**src/rtl/shift_register_n.sv**
```systemverilog
// Universal N-bit shift register with direct and counted operation modes.
// A counted operation repeats one latched op a given number of times, then pulses done.
module shift_register_n #(
  parameter int WIDTH = 8,
  parameter int CNT_W = 4
) (
  input  logic             clk,
  input  logic             rst,
  input  logic             en,
  input  logic [2:0]       s,
  input  logic             dsl,
  input  logic             dsr,
  input  logic [WIDTH-1:0] din,
  input  logic [CNT_W-1:0] cnt,
  input  logic             start,
  output logic [WIDTH-1:0] q,
  output logic             sout_l,
  output logic             sout_r,
  output logic             busy,
  output logic             done
);

  typedef enum logic [1:0] {
    IDLE = 2'd0,
    RUN  = 2'd1,
    DONE = 2'd2
  } state_t;

  localparam logic [2:0] OP_HOLD = 3'b000;
  localparam logic [2:0] OP_SHR  = 3'b001;
  localparam logic [2:0] OP_SHL  = 3'b010;
  localparam logic [2:0] OP_LOAD = 3'b011;
  localparam logic [2:0] OP_ROR  = 3'b100;
  localparam logic [2:0] OP_ROL  = 3'b101;
  localparam logic [2:0] OP_ASR  = 3'b110;

  state_t           state_q;
  logic [CNT_W-1:0] rem_q;
  logic [2:0]       op_q;
  logic [WIDTH-1:0] q_q;
  logic [WIDTH-1:0] q_d;
  logic             busy_q;
  logic             done_q;

  function automatic logic [WIDTH-1:0] apply_op(
    input logic [2:0]       op,
    input logic [WIDTH-1:0] cur,
    input logic             sl,
    input logic             sr,
    input logic [WIDTH-1:0] d
  );
    case (op)
      OP_SHR:  apply_op = {sr, cur[WIDTH-1:1]};
      OP_SHL:  apply_op = {cur[WIDTH-2:0], sl};
      OP_LOAD: apply_op = d;
      OP_ROR:  apply_op = {cur[0], cur[WIDTH-1:1]};
      OP_ROL:  apply_op = {cur[WIDTH-2:0], cur[WIDTH-1]};
      OP_ASR:  apply_op = {cur[WIDTH-1], cur[WIDTH-1:1]};
      default: apply_op = cur;
    endcase
  endfunction

  // A start request consumes its edge without touching q; DONE likewise exits without an op.
  always_comb begin
    q_d = q_q;
    case (state_q)
      IDLE: if (!start && en) q_d = apply_op(s, q_q, dsl, dsr, din);
      RUN:  q_d = apply_op(op_q, q_q, dsl, dsr, din);
      default: q_d = q_q;
    endcase
  end

  always_ff @(posedge clk) begin
    if (rst) begin
      state_q <= IDLE;
      rem_q   <= '0;
      op_q    <= OP_HOLD;
      q_q     <= '0;
      busy_q  <= 1'b0;
      done_q  <= 1'b0;
    end else begin
      q_q <= q_d;
      case (state_q)
        IDLE: begin
          if (start) begin
            op_q  <= s;
            rem_q <= cnt;
            if (cnt != '0) begin
              state_q <= RUN;
              busy_q  <= 1'b1;
            end else begin
              state_q <= DONE;
              done_q  <= 1'b1;
            end
          end
        end
        RUN: begin
          // rem_q is never zero here, so the last repeat is the one seeing rem_q == 1
          rem_q <= rem_q - CNT_W'(1);
          if (rem_q == CNT_W'(1)) begin
            state_q <= DONE;
            busy_q  <= 1'b0;
            done_q  <= 1'b1;
          end
        end
        DONE: begin
          state_q <= IDLE;
          done_q  <= 1'b0;
        end
        default: begin
          state_q <= IDLE;
          busy_q  <= 1'b0;
          done_q  <= 1'b0;
        end
      endcase
    end
  end

  assign q      = q_q;
  assign sout_l = q_q[WIDTH-1];
  assign sout_r = q_q[0];
  assign busy   = busy_q;
  assign done   = done_q;

endmodule
```
**config.mk**
```make
export PLATFORM = sky130hd
export DESIGN_NAME = shift_register_n
export DESIGN_NICKNAME = d
export VERILOG_FILES = /design/src/rtl/shift_register_n.sv
export SDC_FILE = /design/constraint.sdc
export NUM_CORES = 1
export LEC_CHECK = 0
export BUFFER_PORTS_ARGS = -buffer_cell sky130_fd_sc_hd__buf_2
export CAP_MARGIN = 5
export CORE_ASPECT_RATIO = 0.75
export CORE_UTILIZATION = 45
export DETAILED_ROUTE_END_ITERATION = 7
export MAX_ROUTING_LAYER = met4
export PLACE_DENSITY = 0.7
export SYNTH_ARGS = -nofsm -noshare
export SYNTH_HDL_FRONTEND = slang
export SYNTH_SLANG_ARGS = --single-unit
```
**constraint.sdc**
```tcl
create_clock -name clk -period 1.75 [get_ports clk]
set_input_delay 0.2625 -clock clk [delete_from_list [all_inputs] [get_ports clk]]
set_output_delay 0.2625 -clock clk [all_outputs]
set_load 0.01 [all_outputs]
```
[After elaboration in Yosys (flattened, before gate mapping)]
Cells that the tools add are included.
Word-level totals
  flip-flop bits (word level): 19
  bits of input ports: 21
  output and inout bits: 12
  word-level logic and storage cells: 65
Cells by class
  add/sub/neg operators: 1
  equality and inequality tests: 26
  mux-type cells: 18
  bitwise gates (word level): 1
  reductions and logical operators: 12
Operators with widths (number)
  $pmux W8 S6: 2
  $eq A3 B3 Y1 const B: 6
  $pmux W8 S2: 1
  $ne A2 B2 Y1 const B: 7
  $ne A7 B1 Y1 const B: 2
  $eq A3 B2 Y1 const B: 4
  $ne A6 B1 Y1 const B: 2
  $mux W8: 1
  $pmux W4 S2: 1
  $reduce_and A4 Y1: 2
  $eq A3 B1 Y1 const B: 2
  $mux W1: 6
  $mux W2: 3
  $reduce_and A2 Y1: 3
  $reduce_and A6 Y1: 1
  $eq A4 B1 Y1 const B: 1
  $mux W4: 1
  $pmux W2 S2: 1
  $reduce_bool A4 Y1: 1
  $sub A4 B1 Y4 const B: 1
  $pmux W1 S3: 1
  $reduce_and A3 Y1: 1
  $eq A2 B1 Y1 const B: 1
  $eq A2 B2 Y1 const B: 1
  6 further kinds: 6

[Longest topological paths before layout]
Gate-level depths: netlist (run 1).
  word-level depth: 4
  depth in mapped cells: 7

[Least setup slack after synthesis (run 1)]
Ideal clock, no wire load.
  path type: register to register
  start point: register state_q[1]
  end point: register q_q[4] (netlist: q[4])
  setup time: 133 ps
  data arrival time: 1553 ps
  path slack: 64 ps
  stages on the path, launching flop included: 7
  buffers on the path: 2
  clock period less this slack: 1686 ps
  path through: dfxtp_1 > buf_6 > or4b_4 > nor3_4 > buf_6 > a2bb2oi_1 > a311oi_1
On the way
  longest elaborated chain between the ends: 3
  elaborated cells between the ends (all ways): 8
Ends and longest elaborated chain
  from (decl): line 37  | state_t state_q;
  from (signal assigned): line 75  | state_q <= IDLE;
  from (signal assigned): line 89  | state_q <= RUN;
  from (signal assigned): line 92  | state_q <= DONE;
  $eq A2 B1 Y1 / $logic_not A2 Y1 (equally long branches): line 66  | case (state_q)
  $ne A7 B1 Y1 (no line) (tied with other cells)
  $reduce_and A4 Y1 (no line)
  to (signal assigned): line 82  | q_q <= q_d;
  to (decl): line 40  | logic [WIDTH-1:0] q_q;
Several ways; a longest one is shown, not always the timed one.
A chain may end at the register's enable or synchronous reset.

[Final worst setup path (run 1)]
  start point: register state_q[1]
  end point: register q_q[1] (netlist: q[1])
Same word-level chain as after synthesis.

==> results of run 1 <==
==> worst register-to-register path, cell delays in order (launching register included) <==
cell	delay (ns)
dfxtp_1	0.32
or4b_4	0.56
nor3_4	0.24
buf_12	0.16
nor3_1	0.06
a311oi_1	0.25
==> through the flow <==
step	hold slack [ns]	worst slack, ns	util, %	std cells	area (um2)
2_1_floorplan	0.417	0.0639	-	202	1660
3_3_place_gp	0.436	0.104	54.5	273	1850
3_5_place_dp	0.443	0.0645	54.5	273	1850
4_1_cts	0.271	0.0733	55.8	277	1900
5_1_grt	0.321	0.00442	55.9	277	1900
6_report	0.271	0.0823	55.9	277	1900
==> synth_stat cells, types with 4 or more instances <==
cell type and instances:
buf_2 4, nor3_1 12, o21ai_0 4, dfxtp_1 19, a311oi_1 4, mux2i_1 17
a221oi_1 13, buf_6 6, inv_1 7, a2bb2oi_1 5, nor2b_1 5, nor2_1 19
a211o_1 13, clkbuf_1 13, a21oi_1 6
==> layout by cell type (no fill, tap or decap), types with 6 or more instances in the layout <==
cell type	n
a211o_1	13
a21oi_1	6
a221oi_1	13
buf_4	16
inv_1	7
dfxtp_1	19
nor2_1	19
nor3_1	12
buf_2	32
mux2i_1	17
==> area by class of cell <==
type                            count  area, um2
Clock buffer                        4       45.0
Multi-Input combinational cell    146       1080
Timing Repair Buffer               49        300
Fill cell                         318       1500
Sequential cell                    19        380
Inverter                            9       33.8
Tap cell                           50       62.6
==> worst max-delay path by stage <==
stage / start / to / cells after the start
after detailed placement: start / q[1]$_SDFFE_PP0P_ / 6
after global routing: op_q[0]$_SDFFE_PP0P_ / q[4]$_SDFFE_PP0P_ / 5
final: state_q[1]$_SDFFE_PP0P_ / q[1]$_SDFFE_PP0P_ / 5
after global placement: start / q[3]$_SDFFE_PP0P_ / 6
after CTS: state_q[1]$_SDFFE_PP0P_ / q[1]$_SDFFE_PP0P_ / 5
after floorplan: state_q[1]$_SDFFE_PP0P_ / q[4]$_SDFFE_PP0P_ / 6
==> power groups by stage <==
stage | logic, W | clock network (W) | registers [W]
2_1_floorplan | 0.000428 | 0 | 0.000540
3_3_place_gp | 0.000523 | 0 | 0.000574
3_5_place_dp | 0.000531 | 0 | 0.000576
4_1_cts | 0.000533 | 0.000325 | 0.000566
5_1_grt | 0.000601 | 0.000339 | 0.000580
6_report | 0.000537 | 0.000310 | 0.000568
==> state kept, by name, summed over array words and instances (netlist names) <==
| signal | flops |
|---|---|
| busy | 1 |
| done | 1 |
| op_q | 3 |
| q | 8 |
| rem_q | 4 |
| state_q | 2 |
==> per-layer routing <==
layer	up-vias	GRT usage [%]
met5	-	-
met4	0	5.56
met3	2	6.08
met2	61	36.0
met1	784	35.6
li1	826	-
==> logic make-up after synthesis <==
group,count (synthesis)
AO/OA/AOI/OAI,67
adder cells (fa/ha/maj),2
buffers and inverters,37
flip-flops,19
multiplexers,17
AND/OR/NAND/NOR,60
==> what timing repair did <==
action,4_1_cts,5_1_grt
gates resized for setup,0,1
setup buffers,0,0
endpoints found under the setup margin,0,2
==> flow_metrics.env, run 1 <==
export IMPL_crit_slowest_cell="or4b_4"
export IMPL_reg2reg_slack_ns=0.08
export IMPL_dieWidth_um=72.1
export IMPL_hpwl_um=3050
export IMPL_syn_avg_cell_area_um2=8.21
export IMPL_reg2reg_depth=5
export IMPL_synth_edf_count=0
export IMPL_cp_max_fo=12
export IMPL_min_period_ns=1.67
export IMPL_max_stage_delay_ns=0.56
export IMPL_start_kind="flip-flop"
export IMPL_path_delay_family="simple AND/OR/NAND/NOR gates"
export IMPL_synthArstFlopShare_pct=0
export IMPL_first_iter_violations=150
export IMPL_clock_sinks=19
export IMPL_ys_warn_count=0
export IMPL_rsz0062_at_grt="false"
export IMPL_p_sw_w=0.000510
export IMPL_total_power_w=0.00142
export IMPL_worstHoldStart="cnt[0]"
export IMPL_clk_latency_ns=0.26
export IMPL_slew_viol_final=0
export IMPL_dieArea_um2=3930
export IMPL_intPower_w=0.000905
export IMPL_n_antenna_cell=0
export IMPL_synth_cell_area_um2=1660
export IMPL_setup_tns_final_ns=0
export IMPL_cts_hold_buf=0
export IMPL_drt_total_wl_um=4330
export IMPL_synth_xor_xnor_area_share_pct=0
export IMPL_yosys_area_top_type="dfxtp_1"
export IMPL_cp_end_kind="flip-flop"
export IMPL_syn_nets=225
export IMPL_synth_simple_area_share_pct=20.5
export IMPL_start_util_pct=48.7
export IMPL_top_layer="met4"
export IMPL_hp_class="in -> reg"
export IMPL_coreArea_um2=3400
export IMPL_cp_cell_sequence="or4b_4 > nor3_4 > buf_12 > nor3_1 > a311oi_1"
export IMPL_grt_ovfl_total=0
export IMPL_cp_data_required_time_ns=1.91
export IMPL_crit_buf_inv=1
export IMPL_io_pins=33
export IMPL_synth_compound_area_share_pct=32.7
export IMPL_cts_buffer_depth=2
export IMPL_cts_tree="done"
export IMPL_yosysSeqAreaShare_pct=22.9
export IMPL_area_growth_synth_to_final_pct=14.6
export IMPL_firstDrtPassIters=4
export IMPL_arrival_ns=1.83
export IMPL_synth_mux_area_share_pct=10.3
export IMPL_synth_seq_cells=19
export IMPL_drv_cap=0
export IMPL_power_frac_comb_pct=37.9
export IMPL_dr_wl_met2_um=1740
export IMPL_whs_endpoint="rem_q[0]$_SDFFE_PP0P_"
export IMPL_final_nets=251
export IMPL_p_leak_nw=0.746
export IMPL_seqPwrFrac_pct=40.1
export IMPL_io_buffers=32
export IMPL_setup_viol=0
export IMPL_worstReg2RegStart="state_q[1]$_SDFFE_PP0P_"
export IMPL_drive_gt1_share_pct=26.4
export IMPL_holdPathStages=3
export IMPL_htreeDepth=1
export IMPL_hold_viol_final=0
export IMPL_synth_flop_cell="dfxtp_1"
export IMPL_clock_fmax_mhz=600
export IMPL_remaining_drc_errors=0
export IMPL_max_slew_margin_rel_pct=67.6
export IMPL_via_count=1673
export IMPL_met3_length_um=270
export IMPL_fp_row_count=18
export IMPL_wl_met1_um=2300
export IMPL_postRouteAntennaNets=0
export IMPL_synth_top_family_by_area="compound AO/OA/AOI/OAI gates"
export IMPL_grt_max_degree=20
export IMPL_ir_worst_vdd_mv=0.355
export IMPL_synth_fa_ha_area_share_pct=1.51
export IMPL_clkPwrFrac_pct=21.9
export IMPL_p_per_area_nw_per_um2=745
export IMPL_synth_top_area_share_pct=22.9
export IMPL_synthTopCellsByArea="dfxtp_1 23%, mux2i_1 10%, a211o_1 6.9%"
export IMPL_grt_pass1_vias=1510
export IMPL_viasPerCell=6.04
export IMPL_grt_pass1_wl_um=7300
export IMPL_grt_total_usage_pct=25.2
export IMPL_fin_crit_sh_pct=95.3
export IMPL_place_congestion=0.877
export IMPL_finClkSkew_ns=0.00725
export IMPL_reg2reg_to="q[1]$_SDFFE_PP0P_"
export IMPL_path_class="reg -> reg"
export IMPL_ys_types=45
export IMPL_syn_inst=202
export IMPL_wire_per_inst_um=15.6
export IMPL_outcome="finished, final reports clean"
export IMPL_antenna_found_initial=0
export IMPL_path_clk_slew_ns=0.08
export IMPL_switching_share_pct=36.1
export IMPL_cts_buffers=3
export IMPL_worst_pin_slew_ns=0.481
export IMPL_root_buffer="clkbuf_8"
export IMPL_die_y_um=54.6
Power figures use the tool's default switching activity.
==> inputs of run 2 (changes only) <==
--- a/config.mk
+++ b/config.mk
@@ -12,6 +12,7 @@
 export DETAILED_ROUTE_END_ITERATION = 7
 export MAX_ROUTING_LAYER = met4
 export PLACE_DENSITY = 0.7
+export SETUP_SLACK_MARGIN = 0.5
 export SYNTH_ARGS = -nofsm -noshare
 export SYNTH_HDL_FRONTEND = slang
 export SYNTH_SLANG_ARGS = --single-unit
==> flow_metrics.env, run 2 (synthesis results as in run 1) <==
export IMPL_outcome="finished, final reports clean"
export IMPL_via_count=1826
export IMPL_htreeDepth=1
export IMPL_place_congestion=0.825
export IMPL_dieWidth_um=72.1
export IMPL_start_util_pct=48.7
export IMPL_rsz0062_at_grt="true"
export IMPL_viasPerCell=6.36
export IMPL_root_buffer="clkbuf_8"
export IMPL_cts_tree="done"
export IMPL_remaining_drc_errors=0
export IMPL_hold_viol_final=0
export IMPL_cp_data_required_time_ns=1.93
export IMPL_io_buffers=32
export IMPL_wire_per_inst_um=17.6
export IMPL_p_leak_nw=0.839
export IMPL_slew_viol_final=0
export IMPL_drive_gt1_share_pct=41.4
export IMPL_firstDrtPassIters=4
export IMPL_finClkSkew_ns=0.00902
export IMPL_cts_hold_buf=0
export IMPL_coreArea_um2=3400
export IMPL_worstReg2RegStart="state_q[1]$_SDFFE_PP0P_"
export IMPL_arrival_ns=1.84
export IMPL_hp_class="in -> reg"
export IMPL_clk_latency_ns=0.27
export IMPL_cts_buffer_depth=2
export IMPL_power_frac_comb_pct=41.2
export IMPL_reg2reg_to="q[1]$_SDFFE_PP0P_"
export IMPL_max_slew_margin_rel_pct=46.9
export IMPL_fin_crit_sh_pct=95.1
export IMPL_grt_total_usage_pct=27.6
export IMPL_largest_reg_flops=8
export IMPL_reg2reg_slack_ns=0.09
export IMPL_total_power_w=0.00156
export IMPL_hpwl_um=3250
export IMPL_switching_share_pct=38.0
export IMPL_final_cell_mix="32 x buf_2, 24 x buf_4, 18 x nor2_1"
export IMPL_p_sw_w=0.000591
export IMPL_clkPwrFrac_pct=21.2
export IMPL_dieArea_um2=3930
export IMPL_grt_max_degree=20
export IMPL_antenna_found_initial=0
export IMPL_die_y_um=54.6
export IMPL_p_per_area_nw_per_um2=735
export IMPL_clock_sinks=19
export IMPL_intPower_w=0.000964
export IMPL_setup_tns_final_ns=0
export IMPL_fp_row_count=18
export IMPL_grt_ovfl_total=0
export IMPL_postRouteAntennaNets=0
export IMPL_grt_pass1_vias=1553
export IMPL_path_clk_slew_ns=0.08
export IMPL_clock_fmax_mhz=601
export IMPL_whs_endpoint="rem_q[0]$_SDFFE_PP0P_"
export IMPL_worstHoldStart="cnt[0]"
export IMPL_final_nets=261
export IMPL_cts_buffers=3
export IMPL_holdPathStages=3
export IMPL_io_pins=33
export IMPL_setup_viol=0
export IMPL_drt_total_wl_um=5050
export IMPL_postLayoutCoreUtil_pct=62.3
export IMPL_grt_pass1_wl_um=8000
export IMPL_path_class="reg -> reg"
export IMPL_worst_pin_slew_ns=0.789
export IMPL_ir_worst_vdd_mv=0.396
export IMPL_area_growth_synth_to_final_pct=27.7
export IMPL_start_kind="flip-flop"
export IMPL_final_common_cell="buf_2"
export IMPL_min_period_ns=1.66
export IMPL_n_antenna_cell=0
export IMPL_first_iter_violations=156
export IMPL_reg2reg_depth=6
export IMPL_cp_max_fo=5
export IMPL_cp_end_kind="flip-flop"
export IMPL_seqPwrFrac_pct=37.6
export IMPL_drv_cap=0
## run 2: worst max-delay path, cell delays in order, from the launching register on
cell	delay, ns
dfxtp_4	0.36
or4b_4	0.50
nor3_4	0.22
buf_4	0.16
buf_6	0.09
nor3_1	0.04
a311oi_1	0.20
## run 2: power groups by stage
stage	combinational, W	sequential [W]	clock, W
2_1_floorplan	0.000453	0.000541	0
3_3_place_gp	0.000533	0.000581	0
5_1_grt	0.000696	0.000593	0.000346
6_report	0.000640	0.000585	0.000330
3_5_place_dp	0.000541	0.000581	0
4_1_cts	0.000588	0.000574	0.000328
## run 2: layout make-up
type / count / area (um2)
Clock buffer: 3 / 41.3
Clock inverter: 1 / 5.00
Fill cell: 292 / 1280
Inverter: 9 / 33.8
Multi-Input combinational cell: 146 / 1200
Sequential cell: 19 / 397
Tap cell: 50 / 62.6
Timing Repair Buffer: 59 / 374
## run 2: what timing repair did
item                       CTS  global route
resized for setup           20            17
hold endpoints to repair     0             0
buffers inserted             5             2
cloned                       1             0
setup endpoints to repair   22            23
pin swaps                    1             5
## run 2: layer usage
metal / track usage, % / share of wire [%] / vias to the layer above
met2: 36.9 / 43 / 84
met1: 40.0 / 47 / 877
li1: - / - / 851
met4: 12.4 / 2.1 / 0
met5: - / 0 / -
met3: 4.42 / 7.9 / 14
## run 2: stage by stage
step                cells  area [um2]  hold slack (ns)  setup WS, ns
floorplan             202        1710            0.417         0.173
global placement      275        1890            0.431        0.0492
detailed placement    275        1890            0.434        0.0199
CTS                   285        2030            0.270         0.138
global route          287        2120            0.269        0.0510
finish                287        2120            0.262        0.0854
## run 2: worst max-delay path by stage
stage / from / end / slack, ns / cells after the start
after global routing: state_q[0]$_SDFFE_PP0P_ / q[2]$_SDFFE_PP0P_ / 0.05 / 5
after floorplan: state_q[0]$_SDFFE_PP0P_ / q[4]$_SDFFE_PP0P_ / 0.17 / 6
after CTS: state_q[1]$_SDFFE_PP0P_ / q[4]$_SDFFE_PP0P_ / 0.14 / 5
final: state_q[1]$_SDFFE_PP0P_ / q[1]$_SDFFE_PP0P_ / 0.09 / 6
after detailed placement: start / q[4]$_SDFFE_PP0P_ / 0.02 / 6
after global placement: state_q[1]$_SDFFE_PP0P_ / q[1]$_SDFFE_PP0P_ / 0.05 / 5
==> inputs of run 3 (changes only) <==
--- a/config.mk
+++ b/config.mk
@@ -7,7 +7,6 @@
 export LEC_CHECK = 0
 export BUFFER_PORTS_ARGS = -buffer_cell sky130_fd_sc_hd__buf_2
 export CAP_MARGIN = 5
-export CORE_ASPECT_RATIO = 0.75
 export CORE_UTILIZATION = 45
 export DETAILED_ROUTE_END_ITERATION = 7
 export MAX_ROUTING_LAYER = met4
==> flow_metrics.env, run 3 (synthesis results as in run 1) <==
export IMPL_htreeDepth=1
export IMPL_dpl_cell_area_um2=1870
export IMPL_final_common_cell="buf_2"
export IMPL_root_buffer="clkbuf_8"
export IMPL_drt_total_wl_um=4700
export IMPL_path_clk_slew_ns=0.08
export IMPL_dieArea_um2=3930
export IMPL_setup_tns_final_ns=0
export IMPL_wire_per_inst_um=16.6
export IMPL_cts_tree="done"
export IMPL_fp_row_count=21
export IMPL_remaining_drc_errors=0
export IMPL_fillerInstances=327
export IMPL_grt_max_degree=20
export IMPL_area_growth_synth_to_final_pct=27.0
export IMPL_cp_end_kind="flip-flop"
export IMPL_min_period_ns=1.63
export IMPL_cts_hold_buf=0
export IMPL_start_util_pct=48.2
export IMPL_finClkSkew_ns=0.00240
export IMPL_grt_ovfl_total=0
export IMPL_grt_pass1_vias=1637
export IMPL_firstDrtPassIters=4
export IMPL_final_cell_mix="33 x buf_2, 22 x buf_4, 18 x nor2_1"
export IMPL_slew_viol_final=0
export IMPL_io_buffers=32
export IMPL_arrival_ns=1.77
export IMPL_p_per_area_nw_per_um2=725
export IMPL_drive_gt1_share_pct=42.2
export IMPL_clock_fmax_mhz=615
export IMPL_hp_class="in -> reg"
export IMPL_die_y_um=62.7
export IMPL_clock_sinks=19
export IMPL_hpwl_um=3130
export IMPL_coreArea_um2=3440
export IMPL_regArea_um2=399
export IMPL_viasPerCell=6.15
export IMPL_multiInputGateArea_um2=1200
export IMPL_final_nets=261
export IMPL_postLayoutCoreUtil_pct=61.2
export IMPL_fin_area_um2=2110
export IMPL_dieWidth_um=62.7
export IMPL_start_kind="flip-flop"
export IMPL_path_class="reg -> reg"
export IMPL_outcome="finished, final reports clean"
export IMPL_place_ws_ns=0.0140
export IMPL_max_slew_margin_rel_pct=71.6
export IMPL_ir_worst_vdd_mv=0.404
export IMPL_largest_reg_flops=8
export IMPL_cp_max_fo=4
export IMPL_setup_viol=0
export IMPL_grt_pass1_wl_um=7680
export IMPL_place_congestion=0.840
export IMPL_cp_data_required_time_ns=1.89
export IMPL_n_antenna_cell=0
export IMPL_first_iter_violations=94
export IMPL_p_leak_nw=0.831
export IMPL_rsz0062_at_grt="true"
export IMPL_cts_buffers=3
export IMPL_fin_crit_sh_pct=92.9
export IMPL_hold_viol_final=0
export IMPL_setup_ws_ns=0.124
export IMPL_cts_buffer_depth=2
export IMPL_worst_pin_slew_ns=0.423
export IMPL_clk_latency_ns=0.25
export IMPL_postRouteAntennaNets=0
export IMPL_antenna_found_initial=0
export IMPL_io_pins=33
export IMPL_via_count=1741
export IMPL_drv_cap=0
export IMPL_grt_total_usage_pct=24.4
[run 3: changes by cell type in the layout (fill, tap and decap cells not counted), sizes merged]
cell,before,now
and2b,1,2
buf,59,58
[run 3: power by group]
group | switching (W) | leakage, nW | internal, W
combinational | 0.000317 | 0.644 | 0.000316
sequential | 0.0000923 | 0.162 | 0.000491
clock | 0.000150 | 0.0255 | 0.000158
total | 0.000560 | 0.831 | 0.000966
[run 3: area by class of cell]
class	instances	area share (%)
Timing Repair Buffer	58	17.3
Tap cell	46	2.73
Clock inverter	1	0.238
Sequential cell	19	19.0
Multi-Input combinational cell	147	57.2
Inverter	9	1.60
Clock buffer	3	1.96
[run 3: path summary, 6_finish.rpt]
check / cells after the start / endpoint / slack, ns / startpoint
hold / removal: 3 / rem_q[1]$_SDFFE_PP0P_ / 0.26 / cnt[1]
setup / recovery: 5 / q[1]$_SDFFE_PP0P_ / 0.12 / state_q[0]$_SDFFE_PP0P_
hold reg to reg: 1 / done$_SDFFE_PP0P_ / 0.45 / done$_SDFFE_PP0P_
setup reg to reg: 5 / q[1]$_SDFFE_PP0P_ / 0.12 / state_q[0]$_SDFFE_PP0P_
[run 3: through the flow]
step / cells / hold slack, ns / power [W]
3_3_place_gp: 270 / 0.438 / 0.00111
3_5_place_dp: 270 / 0.442 / 0.00112
2_1_floorplan: 202 / 0.417 / 0.000994
6_report: 283 / 0.259 / 0.00153
4_1_cts: 279 / 0.271 / 0.00146
5_1_grt: 283 / 0.265 / 0.00162
[run 3: timing repair]
| item | in CTS | in global routing |
|---|---|---|
| resized for setup | 12 | 26 |
| setup buffers | 4 | 3 |
| gates cloned | 1 | 1 |
| endpoints found under the setup margin | 19 | 24 |
| pin swaps | 2 | 5 |
[run 3: routing by layer]
layer  share of wire [%]  vias up  track usage, %
met5                   0        -               -
met4                0.43        0            4.36
met3                 5.9        2            3.47
met2                  49       60            39.9
met1                  44      833            32.1
li1                    -      846               -
[run 3: worst max-delay path, stage by stage, from the launching register on]
cell	delay (ns)
dfxtp_2	0.32
or4b_4	0.53
nor3_4	0.19
buf_4	0.16
nor3_1	0.05
a311oi_1	0.26
